## src/rtl/axil_regfile_slave.sv

```systemverilog
// axil_regfile_slave: AXI4-Lite slave register file, NUM_REGS x DATA_WIDTH registers.
// AW and W are accepted independently in any order; byte strobes honoured; range-checked
// decode. Every register is exported flat on regs_o, with a per-register commit strobe.
// Optional build macro: AXIL_SLV_SLVERR_EN (out-of-range accesses answer SLVERR, else OKAY).
module axil_regfile_slave #(
    parameter int unsigned DATA_WIDTH = 32,
    parameter int unsigned ADDR_WIDTH = 8,
    parameter int unsigned NUM_REGS   = 16
) (
    input  logic                           aclk,
    input  logic                           aresetn,
    input  logic [ADDR_WIDTH-1:0]          awaddr,
    input  logic                           awvalid,
    output logic                           awready,
    input  logic [DATA_WIDTH-1:0]          wdata,
    input  logic [DATA_WIDTH/8-1:0]        wstrb,
    input  logic                           wvalid,
    output logic                           wready,
    output logic [1:0]                     bresp,
    output logic                           bvalid,
    input  logic                           bready,
    input  logic [ADDR_WIDTH-1:0]          araddr,
    input  logic                           arvalid,
    output logic                           arready,
    output logic [DATA_WIDTH-1:0]          rdata,
    output logic [1:0]                     rresp,
    output logic                           rvalid,
    input  logic                           rready,
    output logic [NUM_REGS*DATA_WIDTH-1:0] regs_o,
    output logic [NUM_REGS-1:0]            wr_pulse_o
);

    localparam int unsigned STRB_W   = DATA_WIDTH / 8;
    localparam int unsigned ADDR_LSB = $clog2(STRB_W);
    localparam int unsigned IDX_W    = ADDR_WIDTH - ADDR_LSB;
    localparam int unsigned IDX_SPAN = 2 ** IDX_W;

    localparam logic [1:0] RESP_OKAY = 2'b00;
`ifdef AXIL_SLV_SLVERR_EN
    localparam logic [1:0] RESP_OOR  = 2'b10;
`else
    localparam logic [1:0] RESP_OOR  = 2'b00;
`endif

    typedef enum logic {WR_IDLE, WR_RESP} wr_state_e;
    typedef enum logic {RD_IDLE, RD_DATA} rd_state_e;

    // write channel state
    wr_state_e                wr_state_q, wr_state_d;
    logic                     aw_held_q, aw_held_d;
    logic                     w_held_q, w_held_d;
    logic [IDX_W-1:0]         aw_idx_q, aw_idx_d;
    logic [DATA_WIDTH-1:0]    wdata_q, wdata_d;
    logic [STRB_W-1:0]        wstrb_q, wstrb_d;
    logic                     awready_q, awready_d;
    logic                     wready_q, wready_d;
    logic                     bvalid_q, bvalid_d;
    logic [1:0]               bresp_q, bresp_d;
    logic [NUM_REGS-1:0]      wr_pulse_q, wr_pulse_d;

    // read channel state
    rd_state_e                rd_state_q, rd_state_d;
    logic                     arready_q, arready_d;
    logic                     rvalid_q, rvalid_d;
    logic [DATA_WIDTH-1:0]    rdata_q, rdata_d;
    logic [1:0]               rresp_q, rresp_d;

    // register storage
    logic [DATA_WIDTH-1:0]    regs_q [NUM_REGS];
    logic [DATA_WIDTH-1:0]    regs_d [NUM_REGS];
    logic [DATA_WIDTH-1:0]    regs_pad [IDX_SPAN];

    logic                     commit;
    logic                     wr_in_range;
    logic                     rd_in_range;
    logic [IDX_W-1:0]         ar_idx;
    logic [DATA_WIDTH-1:0]    wmask;

    // sub-word address bits carry no information for word-wide registers
    logic                     unused_addr_lsbs;
    assign unused_addr_lsbs = ^{awaddr[ADDR_LSB-1:0], araddr[ADDR_LSB-1:0]};

    assign commit      = (wr_state_q == WR_IDLE) && aw_held_q && w_held_q;
    assign wr_in_range = (32'(aw_idx_q) < NUM_REGS);
    assign ar_idx      = araddr[ADDR_WIDTH-1:ADDR_LSB];
    assign rd_in_range = (32'(ar_idx) < NUM_REGS);

    // byte-lane write mask from the held strobes
    for (genvar gk = 0; gk < STRB_W; gk++) begin : g_mask
        assign wmask[gk*8 +: 8] = {8{wstrb_q[gk]}};
    end

    // per-register commit, strobe and flat export
    for (genvar gi = 0; gi < NUM_REGS; gi++) begin : g_reg
        assign wr_pulse_d[gi] = commit && (aw_idx_q == IDX_W'(gi));
        assign regs_d[gi]     = wr_pulse_d[gi] ? ((regs_q[gi] & ~wmask) | (wdata_q & wmask))
                                               : regs_q[gi];
        assign regs_o[gi*DATA_WIDTH +: DATA_WIDTH] = regs_q[gi];
    end

    // read view padded to the full index space; unimplemented slots read as zero
    for (genvar gp = 0; gp < IDX_SPAN; gp++) begin : g_pad
        if (gp < NUM_REGS) begin : g_real
            assign regs_pad[gp] = regs_q[gp];
        end else begin : g_zero
            assign regs_pad[gp] = '0;
        end
    end

    // write FSM next state: hold AW/W independently, commit once both are held
    always_comb begin
        wr_state_d = wr_state_q;
        aw_held_d  = aw_held_q;
        w_held_d   = w_held_q;
        aw_idx_d   = aw_idx_q;
        wdata_d    = wdata_q;
        wstrb_d    = wstrb_q;
        awready_d  = awready_q;
        wready_d   = wready_q;
        bvalid_d   = bvalid_q;
        bresp_d    = bresp_q;
        case (wr_state_q)
            WR_IDLE: begin
                if (commit) begin
                    aw_held_d  = 1'b0;
                    w_held_d   = 1'b0;
                    awready_d  = 1'b0;
                    wready_d   = 1'b0;
                    bvalid_d   = 1'b1;
                    bresp_d    = wr_in_range ? RESP_OKAY : RESP_OOR;
                    wr_state_d = WR_RESP;
                end else begin
                    if (awvalid && awready_q) begin
                        aw_held_d = 1'b1;
                        aw_idx_d  = awaddr[ADDR_WIDTH-1:ADDR_LSB];
                    end
                    if (wvalid && wready_q) begin
                        w_held_d = 1'b1;
                        wdata_d  = wdata;
                        wstrb_d  = wstrb;
                    end
                    awready_d = !aw_held_d;
                    wready_d  = !w_held_d;
                end
            end
            WR_RESP: begin
                if (bready) begin
                    bvalid_d   = 1'b0;
                    bresp_d    = RESP_OKAY;
                    awready_d  = 1'b1;
                    wready_d   = 1'b1;
                    wr_state_d = WR_IDLE;
                end
            end
            default: wr_state_d = WR_IDLE;
        endcase
    end

    // read FSM next state: capture data on the AR handshake, hold until rready
    always_comb begin
        rd_state_d = rd_state_q;
        arready_d  = arready_q;
        rvalid_d   = rvalid_q;
        rdata_d    = rdata_q;
        rresp_d    = rresp_q;
        case (rd_state_q)
            RD_IDLE: begin
                arready_d = 1'b1;
                if (arvalid && arready_q) begin
                    rdata_d    = regs_pad[ar_idx];
                    rresp_d    = rd_in_range ? RESP_OKAY : RESP_OOR;
                    rvalid_d   = 1'b1;
                    arready_d  = 1'b0;
                    rd_state_d = RD_DATA;
                end
            end
            RD_DATA: begin
                if (rready) begin
                    rvalid_d   = 1'b0;
                    rdata_d    = '0;
                    rresp_d    = RESP_OKAY;
                    arready_d  = 1'b1;
                    rd_state_d = RD_IDLE;
                end
            end
            default: rd_state_d = RD_IDLE;
        endcase
    end

    // all state and registered outputs, synchronous active-low reset
    always_ff @(posedge aclk) begin
        if (!aresetn) begin
            wr_state_q <= WR_IDLE;
            aw_held_q  <= 1'b0;
            w_held_q   <= 1'b0;
            aw_idx_q   <= '0;
            wdata_q    <= '0;
            wstrb_q    <= '0;
            awready_q  <= 1'b0;
            wready_q   <= 1'b0;
            bvalid_q   <= 1'b0;
            bresp_q    <= RESP_OKAY;
            wr_pulse_q <= '0;
            rd_state_q <= RD_IDLE;
            arready_q  <= 1'b0;
            rvalid_q   <= 1'b0;
            rdata_q    <= '0;
            rresp_q    <= RESP_OKAY;
            regs_q     <= '{default: '0};
        end else begin
            wr_state_q <= wr_state_d;
            aw_held_q  <= aw_held_d;
            w_held_q   <= w_held_d;
            aw_idx_q   <= aw_idx_d;
            wdata_q    <= wdata_d;
            wstrb_q    <= wstrb_d;
            awready_q  <= awready_d;
            wready_q   <= wready_d;
            bvalid_q   <= bvalid_d;
            bresp_q    <= bresp_d;
            wr_pulse_q <= wr_pulse_d;
            rd_state_q <= rd_state_d;
            arready_q  <= arready_d;
            rvalid_q   <= rvalid_d;
            rdata_q    <= rdata_d;
            rresp_q    <= rresp_d;
            regs_q     <= regs_d;
        end
    end

    assign awready    = awready_q;
    assign wready     = wready_q;
    assign bvalid     = bvalid_q;
    assign bresp      = bresp_q;
    assign arready    = arready_q;
    assign rvalid     = rvalid_q;
    assign rdata      = rdata_q;
    assign rresp      = rresp_q;
    assign wr_pulse_o = wr_pulse_q;

endmodule

```

## config.mk

```make
export PLATFORM = sky130hd
export DESIGN_NAME = axil_regfile_slave
export DESIGN_NICKNAME = d
export VERILOG_FILES = /design/src/rtl/axil_regfile_slave.sv
export SDC_FILE = /design/constraint.sdc
export NUM_CORES = 1
export LEC_CHECK = 0
export CAP_MARGIN = 20
export CELL_PAD_IN_SITES_DETAIL_PLACEMENT = 2
export CELL_PAD_IN_SITES_GLOBAL_PLACEMENT = 2
export CORE_MARGIN = 1.5
export CORE_UTILIZATION = 32
export DETAILED_ROUTE_END_ITERATION = 16
export GPL_ROUTABILITY_DRIVEN = 0
export GPL_TIMING_DRIVEN = 0
export PLACE_DENSITY = 0.85
export SKIP_CTS_REPAIR_TIMING = 1
export SYNTH_ARGS = -nofsm -noshare
export SYNTH_HDL_FRONTEND = slang
export SYNTH_SLANG_ARGS = --single-unit
```

## constraint.sdc

```tcl
create_clock -name aclk -period 2.8 [get_ports aclk]
set_clock_uncertainty 0.05 [all_clocks]
set_input_delay 0.28 -clock aclk [delete_from_list [all_inputs] [get_ports aclk]]
set_output_delay 0.28 -clock aclk [all_outputs]
set_load 0.01 [all_outputs]
```

Word level (Yosys, flattened, before mapping) --
Cells that the tools add are included.
Operators by class: equal/unequal tests 19, $lt $le $gt $ge 1, bitwise logic cells 38, reductions and logical operators 28, muxes and demuxes 40
Operators by type and width (count):
- $and 32x32->32 | 17
- $or 32x32->32 | 16
- $bmux 32 s6 | 1
- $mux 32 | 4
- $pmux 32 s2 | 1
- $eq 6x4->1 const B | 8
- $not 32->32 | 1
- $eq 6x3->1 const B | 4
- $logic_and 1x1->1 | 21
- $mux 1 | 21
- $pmux 1 s2 | 7
- $eq 6x2->1 const B | 2
- $mux 2 | 4
- $ne 2x2->1 const B | 4
- $pmux 2 s2 | 2
- $ge 7x7->1 const B | 1
- $not 6->7 | 1
- $eq 6x1->1 const B | 1
- $logic_not 6->1 | 1
- $reduce_and 3->1 | 2
- $reduce_and 2->1 | 2
- $not 1->1 | 3
- $logic_not 1->1 | 2
Storage, ports and cells: flip-flop bits (word level) 615, logic and storage cells 158, output and inout bits 569

Depth between registers and ports, before layout --
depth after elaboration 8, depth in mapped cells 8, mapped depth without buffers 4

Worst setup path before layout --
OpenSTA, ideal clock, no wires.
path kind input to register, from in araddr[3], to reg rdata_q[10], in the netlist rdata[10], slack 0.701 ns, arrival 1.929 ns, path buffers 2, library setup time 0.120 ns, cell stages on the path 6, cell sequence clkbuf_1 -> buf_1 -> mux4_2 -> mux2i_1 -> nor2_1 -> a211o_1
On the way: cells in the longest elaborated chain, start to end 6
Ends and longest elaborated chain:
- start: declaration | RTL line 22 | input logic [ADDR_WIDTH-1:0] araddr,
- $not 6->7 (not written as such) | RTL line 170 | rdata_d = regs_pad[ar_idx];
- $bmux 32 s6 | RTL line 170
- $mux 32 (not written as such) (2 in a row) | RTL line 170
- $mux 32 | RTL line 169 | if (arvalid && arready_q) begin
- $pmux 32 s2 | RTL line 166 | case (rd_state_q)
- end signal: assignment | RTL line 225 | rdata_q <= rdata_d;
- end: declaration | RTL line 65 | logic [DATA_WIDTH-1:0] rdata_q, rdata_d;
No other way between the ends. The select of a mux whose other input is x is not followed. A chain may end at the register's enable or synchronous reset.

==> run summary <==
Dpl cells - 4260
Hold EP - wdata_q[30]
Multi-input gate area - 0.0143 mm²
Gr ovfl total - 0
Largest net degree at the start of global routing - 14
Reg2reg start - w_held_q
Critical Path AT - 3.21 ns
Net Switching - 5.20 mW
Root Driver - clkbuf_16
Outcome - complete, no violations
Hold Startpoint - wdata[30]
Core ar. - 0.0850 mm²
Final-report hold violation count - 0
Final Util - 44.6%
Die H - 296 µm
Critical Path Source Type - register
Dpl hpwl - 114000 µm
Routed Antenna Nets - 0
Most used flip-flop cell after synthesis - dfxtp_1
First-pass GRT wire length - 215000 µm
Fillers - 8643
Reg power frac - 44.4%
Routed vias - 24807
FF-to-FF setup slack - 0.04 ns
Worst Path Max Fanout - 10
Area grow syn2layout - 38.4%
Int Power - 14.5 mW
CTS sink cnt - 611
Longest Clk Path Bufs - 3
Non-filler instance count after layout - 4399
Switching share of power - 26.3%
Routed WL - 158000 µm
Post-synthesis cell count - 2481
Ys Warns - 0
Number of detailed-route iterations in the first pass - 7
Slew at the pin closest to its max-slew limit - 1.29 ns
Worst Path Required - 3.25 ns
Via/cell ratio - 5.64
Nets - 3258
#FFs+latches synth - 611
Max-Cap Viols - 0
Initial Utilization - 32.2%
Vias in the first global route - 27205
Most frequent cells in the layout - clkdlybuf4s50_1 (615), mux2i_1 (611), dfxtp_1 (611)
Final Power - 19.7 mW
Crit path time final - 2.76 ns
Gate power share - 7.5%
Yosys cell types - 44
Setup violators final - 0
Worst hold path cell count - 3
H-tree depth - 3
# rows - 107
CTS tree - built
Peak supply drop - 0.000358 V
Clk Latency, worst-skew pair - 0.63 ns
Clock power frac - 48.1%
Highest clock rate - 362 MHz
R2R depth - 6
Mean area per synthesized cell - 11.0 µm²
IO buf count - 615
Max-slew headroom - 14.2%
Slew Limit Fails - 0
Fin crit share - 98.7%
Initial antenna violation count - 12
Register Area - 0.0122 mm²
RSZ-0062 raised after global routing - false
Wire per inst - 35.8 µm
Chip width - 296 µm
CTS clk-pin slew, worst paths - 0.06 ns
DRC - 0
Leak - 14.6 nW
Total track usage - 35.2%
Commonest non-fill, non-tap cell in the layout - clkdlybuf4s50_1
Num CTS Buffers - 72
Ratio of cells with drive above 1 in the final layout - 11.0%
Hold Path Class - input port to register
CP Capture Type - register
Syn Std Cell Area - 0.0274 mm²
EDFF count, synth - 0
Post-synth ARST share - 0%
Seq/Total Area, Yosys - 44.7%
Iter 0 DRT Violations - 1773
Power Density - 521 mW/mm²
Full die area - 0.0873 mm²
IO Pins - 628
WS Path Type - register to register
critical path, cell delays in order, from the launching register on:
cell and delay (ns):
dfxtp_1 0.35, buf_2 0.25, nor4b_4 0.54, clkbuf_2 0.45, nand3_2 0.55, mux2i_1 0.38, nor2b_1 0.07
cell usage after synthesis, types with 4 or more instances:
cell | instances | area share (%)
dfxtp_1 | 611 | 45
mux2i_1 | 611 | 22
nor2b_1 | 508 | 12
clkbuf_1 | 162 | 2.2
nand2_1 | 128 | 1.8
mux4_2 | 98 | 8.1
nor2_1 | 59 | 0.81
a21boi_0 | 42 | 1.2
nand3_1 | 38 | 0.69
buf_1 | 37 | 0.51
a22oi_1 | 30 | 0.82
buf_2 | 24 | 0.44
nor3_4 | 24 | 1.4
a211o_1 | 17 | 0.54
o221ai_1 | 15 | 0.48
o21ai_0 | 10 | 0.18
nand4b_1 | 9 | 0.29
a31o_2 | 8 | 0.26
buf_4 | 4 | 0.11
nand4bb_1 | 4 | 0.16
nor4_4 | 4 | 0.31
nor4bb_1 | 4 | 0.15
per-layer routing:
layer	routed length, µm	vias to the layer above	GRT usage, %	part of all wire, %
li1	-	10065	-	-
met1	61400	12999	41.5	39
met2	75000	1281	58.3	48
met3	11200	462	7.77	7.1
met4	9980	0	21.6	6.3
met5	0	-	0	0
cell type report:
type	instances	area share, %
repair buffers	643	17.5
diodes	3	0.0198
flip-flops and latches	611	32.3
clock buffers	98	5.33
plain buffers	229	2.57
inverters	2	0.0198
well taps	1144	3.78
clock inverters	29	0.680
multi-input cells	1640	37.9
worst max path at each step:
stage                    from   endpoint  depth (start not counted)
CTS                  w_held_q   register                          6
detailed placement  araddr[2]  rdata[22]                          7
global route        araddr[3]  rdata[15]                          8
finish               w_held_q   register                          6
floorplan           araddr[3]  rdata[10]                          6
global placement    araddr[2]   rdata[5]                          6
metrics by stage:
stage	setup WS, ns	hold slack, ns	instance area [µm²]	setup TNS, ns
finish	0.0373	0.199	37900	0
global route	0.0122	0.211	37900	0
CTS	-0.535	0.171	37600	-45.98
detailed placement	-0.734	0.405	35300	-52.09
global placement	-1.46	0.397	35000	-50.39
floorplan	0.701	0.375	27400	0
kinds of logic after synthesis:
group | after synthesis | share of synthesized area, %
compound gates | 128 | 3.61
other cells | 1 | 0.0137
flops | 611 | 44.7
buf+inv | 233 | 3.50
simple gates | 799 | 17.8
mux | 709 | 30.4
power by group through the flow:
| stage | clock network, mW | logic (mW) | registers [mW] |
|---|---|---|---|
| 3_3_place_gp | 0 | 1.33 | 8.95 |
| 6_report | 9.50 | 1.48 | 8.76 |
| 3_5_place_dp | 0 | 1.41 | 8.96 |
| 2_1_floorplan | 0 | 0.680 | 8.95 |
| 5_1_grt | 9.87 | 1.50 | 8.76 |
| 4_1_cts | 9.50 | 1.43 | 8.76 |
No activity file was read; power rests on OpenSTA's default activity.
==> RTL edit, RTL diff (same flow settings) <==
The option `AXIL_SLV_SLVERR_EN` is turned on by a define.
--- a/src/rtl/axil_regfile_slave.sv
+++ b/src/rtl/axil_regfile_slave.sv
@@ -2,6 +2,8 @@
 // AW and W are accepted independently in any order; byte strobes honoured; range-checked
 // decode. Every register is exported flat on regs_o, with a per-register commit strobe.
 // Optional build macro: AXIL_SLV_SLVERR_EN (out-of-range accesses answer SLVERR, else OKAY).
+`define AXIL_SLV_SLVERR_EN
+
 module axil_regfile_slave #(
     parameter int unsigned DATA_WIDTH = 32,
     parameter int unsigned ADDR_WIDTH = 8,
Behaviour: not the same (a bounded check fails within 4 cycles, from zero or initial values and one cycle with aresetn low).
==> RTL edit against the unedited design <==
The run now ends with setup timing left. Synthesized area down 0.82%. Routed wire length down 6.4%. Total power down 1.5%. Combinational power down 11%. Final area down 0.85%. Sequential cell count up 2. Synthesized cell count down 3.9%. Sequential power up 0.6%. Global-route usage down 2.0 points. Setup slack worse by 160 ps.
==> RTL edit: results (changes against the unedited design) <==
FFs w/ async S/R, synth - 0 (unchanged)
commonest cells in the netlist - 613 x dfxtp_1, 566 x mux2i_1, 509 x nor2b_1 (was 611 x dfxtp_1, 611 x mux2i_1, 508 x nor2b_1)
Clock Tree Root - clkbuf_16 (unchanged)
final setup TNS - -2220 ps (was 0 ps)
M2 GR Usage - 0.562 (was 0.583)
largest net degree at the start of global routing - 13 (was 14)
routed length per instance - 34.4 um (was 35.8 um)
grt met3 use - 0.0766 (was 0.0777)
cell count after placement - 4147 (was 4260)
clock latency on the worst-skew pair - 620 ps
Syn Area/Cell - 11.4 um^2 (was 11.0 um^2)
Clk. pwr - 9.34 mW (was 9.50 mW)
family with the most delay on the worst path - simple AND/OR/NAND/NOR gates (unchanged)
initial antenna violation count - 7 (was 12)
Worst-path clk slew - 60 ps (about the same)
DRT iter0 DRCs - 1450 (was 1773)
Nets - 3160 (was 3258)
Port Buf Inserts - 618 (was 615)
Slew @ Worst Pin - 1280 ps (was 1290 ps)
final setup margin - -124 ps (was 37.3 ps)
Final ANT Viol Nets - 0 (unchanged)
CP arrival - 3370 ps (was 3210 ps)
Worst path slowest cell - nand3_1 (was nand3_2)
dpl cell area - 34900 um^2 (was 35300 um^2)
Gate power share - 0.067 (was 0.075)
crit-path max FO - 10 (unchanged)
P_leak - 14.3 nW (was 14.6 nW)
DR vias - 23600 (was 24800)
Synth Flop Type - dfxtp_1 (unchanged)
internal power - 14.6 mW (was 14.5 mW)
share of cells above drive strength 1 - 0.112 (was 0.110)
Max stage delay on crit path - 760 ps (was 550 ps)
Distinct cells, synth - 39 (was 44)
Max Root-Sink Buffers - 3 (unchanged)
first-pass GRT wire length - 203 mm (was 215 mm)
Final Max Slew Viols - 0 (unchanged)
failing checks - setup timing
DP HPWL - 108 mm (was 114 mm)
worst hold path class - input pin to register (unchanged)
met1 usage in global routing - 0.390 (was 0.415)
top area cells in the synthesized netlist - dfxtp_1 45%, mux2i_1 21%, nor2b_1 12% (was dfxtp_1 45%, mux2i_1 22%, nor2b_1 12%)
Yosys warning count - 0 (unchanged)
final wirelength - 147 mm (was 158 mm)
VDD IR max - 0.372 mV (was 0.358 mV)
Tot GR Track Use - 0.332 (was 0.352)
Seq/Total Area, Yosys - 0.452 (was 0.447)
status - finished, violations left (was complete, no violations)
vias in the first global route - 26100 (was 27200)
DRT Pass-1 Iters - 5 (was 7)
final setup fails - 34 (was 0)
dpl ws - -687 ps (was -734 ps)
Inserted Clock Buffers - 72 (unchanged)
## RTL edit: changes by cell type after synthesis, moves of 9 or more
cell	change
clkbuf_1	-14
a22oi_1	-30
mux4_2	+30
o21ai_0	+43
o221ai_1	-15
nand2_1	-40
mux2i_1	-45
nand3_1	+9
nor2_1	-42
a211o_1	-17
a2bb2oi_1	+32
## RTL edit: kinds of logic after synthesis
| group | Yosys count | synth area share |
|---|---|---|
| DFF | 613 | 0.452 |
| buffers and inverters | 216 | 0.0327 |
| AOI/OAI and AO/OA | 134 | 0.0335 |
| other | 1 | 0.000138 |
| muxes | 694 | 0.315 |
| and+or+nand+nor | 726 | 0.167 |
## RTL edit: path summary, 6_finish.rpt
check | slack, ps | cells past startpoint | from | to
worst max-delay path | -120 | 6 | aw_held_q | register
worst min-delay path | 180 | 3 | wdata[0] | wdata_q[0]
worst max register to register | -120 | 6 | aw_held_q | register
worst min register to register | 430 | 2 | rdata[1] | rdata[1]
## RTL edit: metal layers
layer | vias to the layer above | routed length (um) | share of wire
met4 | 4 | 9000 | 0.061
met1 | 12400 | 57900 | 0.39
met5 | - | 21 | 0.00014
met3 | 372 | 9320 | 0.063
li1 | 9819 | - | -
met2 | 1032 | 71200 | 0.48
## RTL edit: per-stage QoR
step	hold WS (ps)	total power [mW]
final	182	19.5
after global routing	171	19.9
after CTS	156	19.5
after detailed placement	422	10.3
after global placement	402	10.2
after floorplan	375	9.61
## RTL edit: final cells by class
type	count	area, um^2
buffer	213	913
multi-input combinational	1556	14100
fill	8488	46200
clock buffer	111	2190
clock inverter	13	86.3
timing repair buffer	643	6540
antenna	5	12.5
tap	1134	1420
sequential	613	12300
inverter	2	7.51
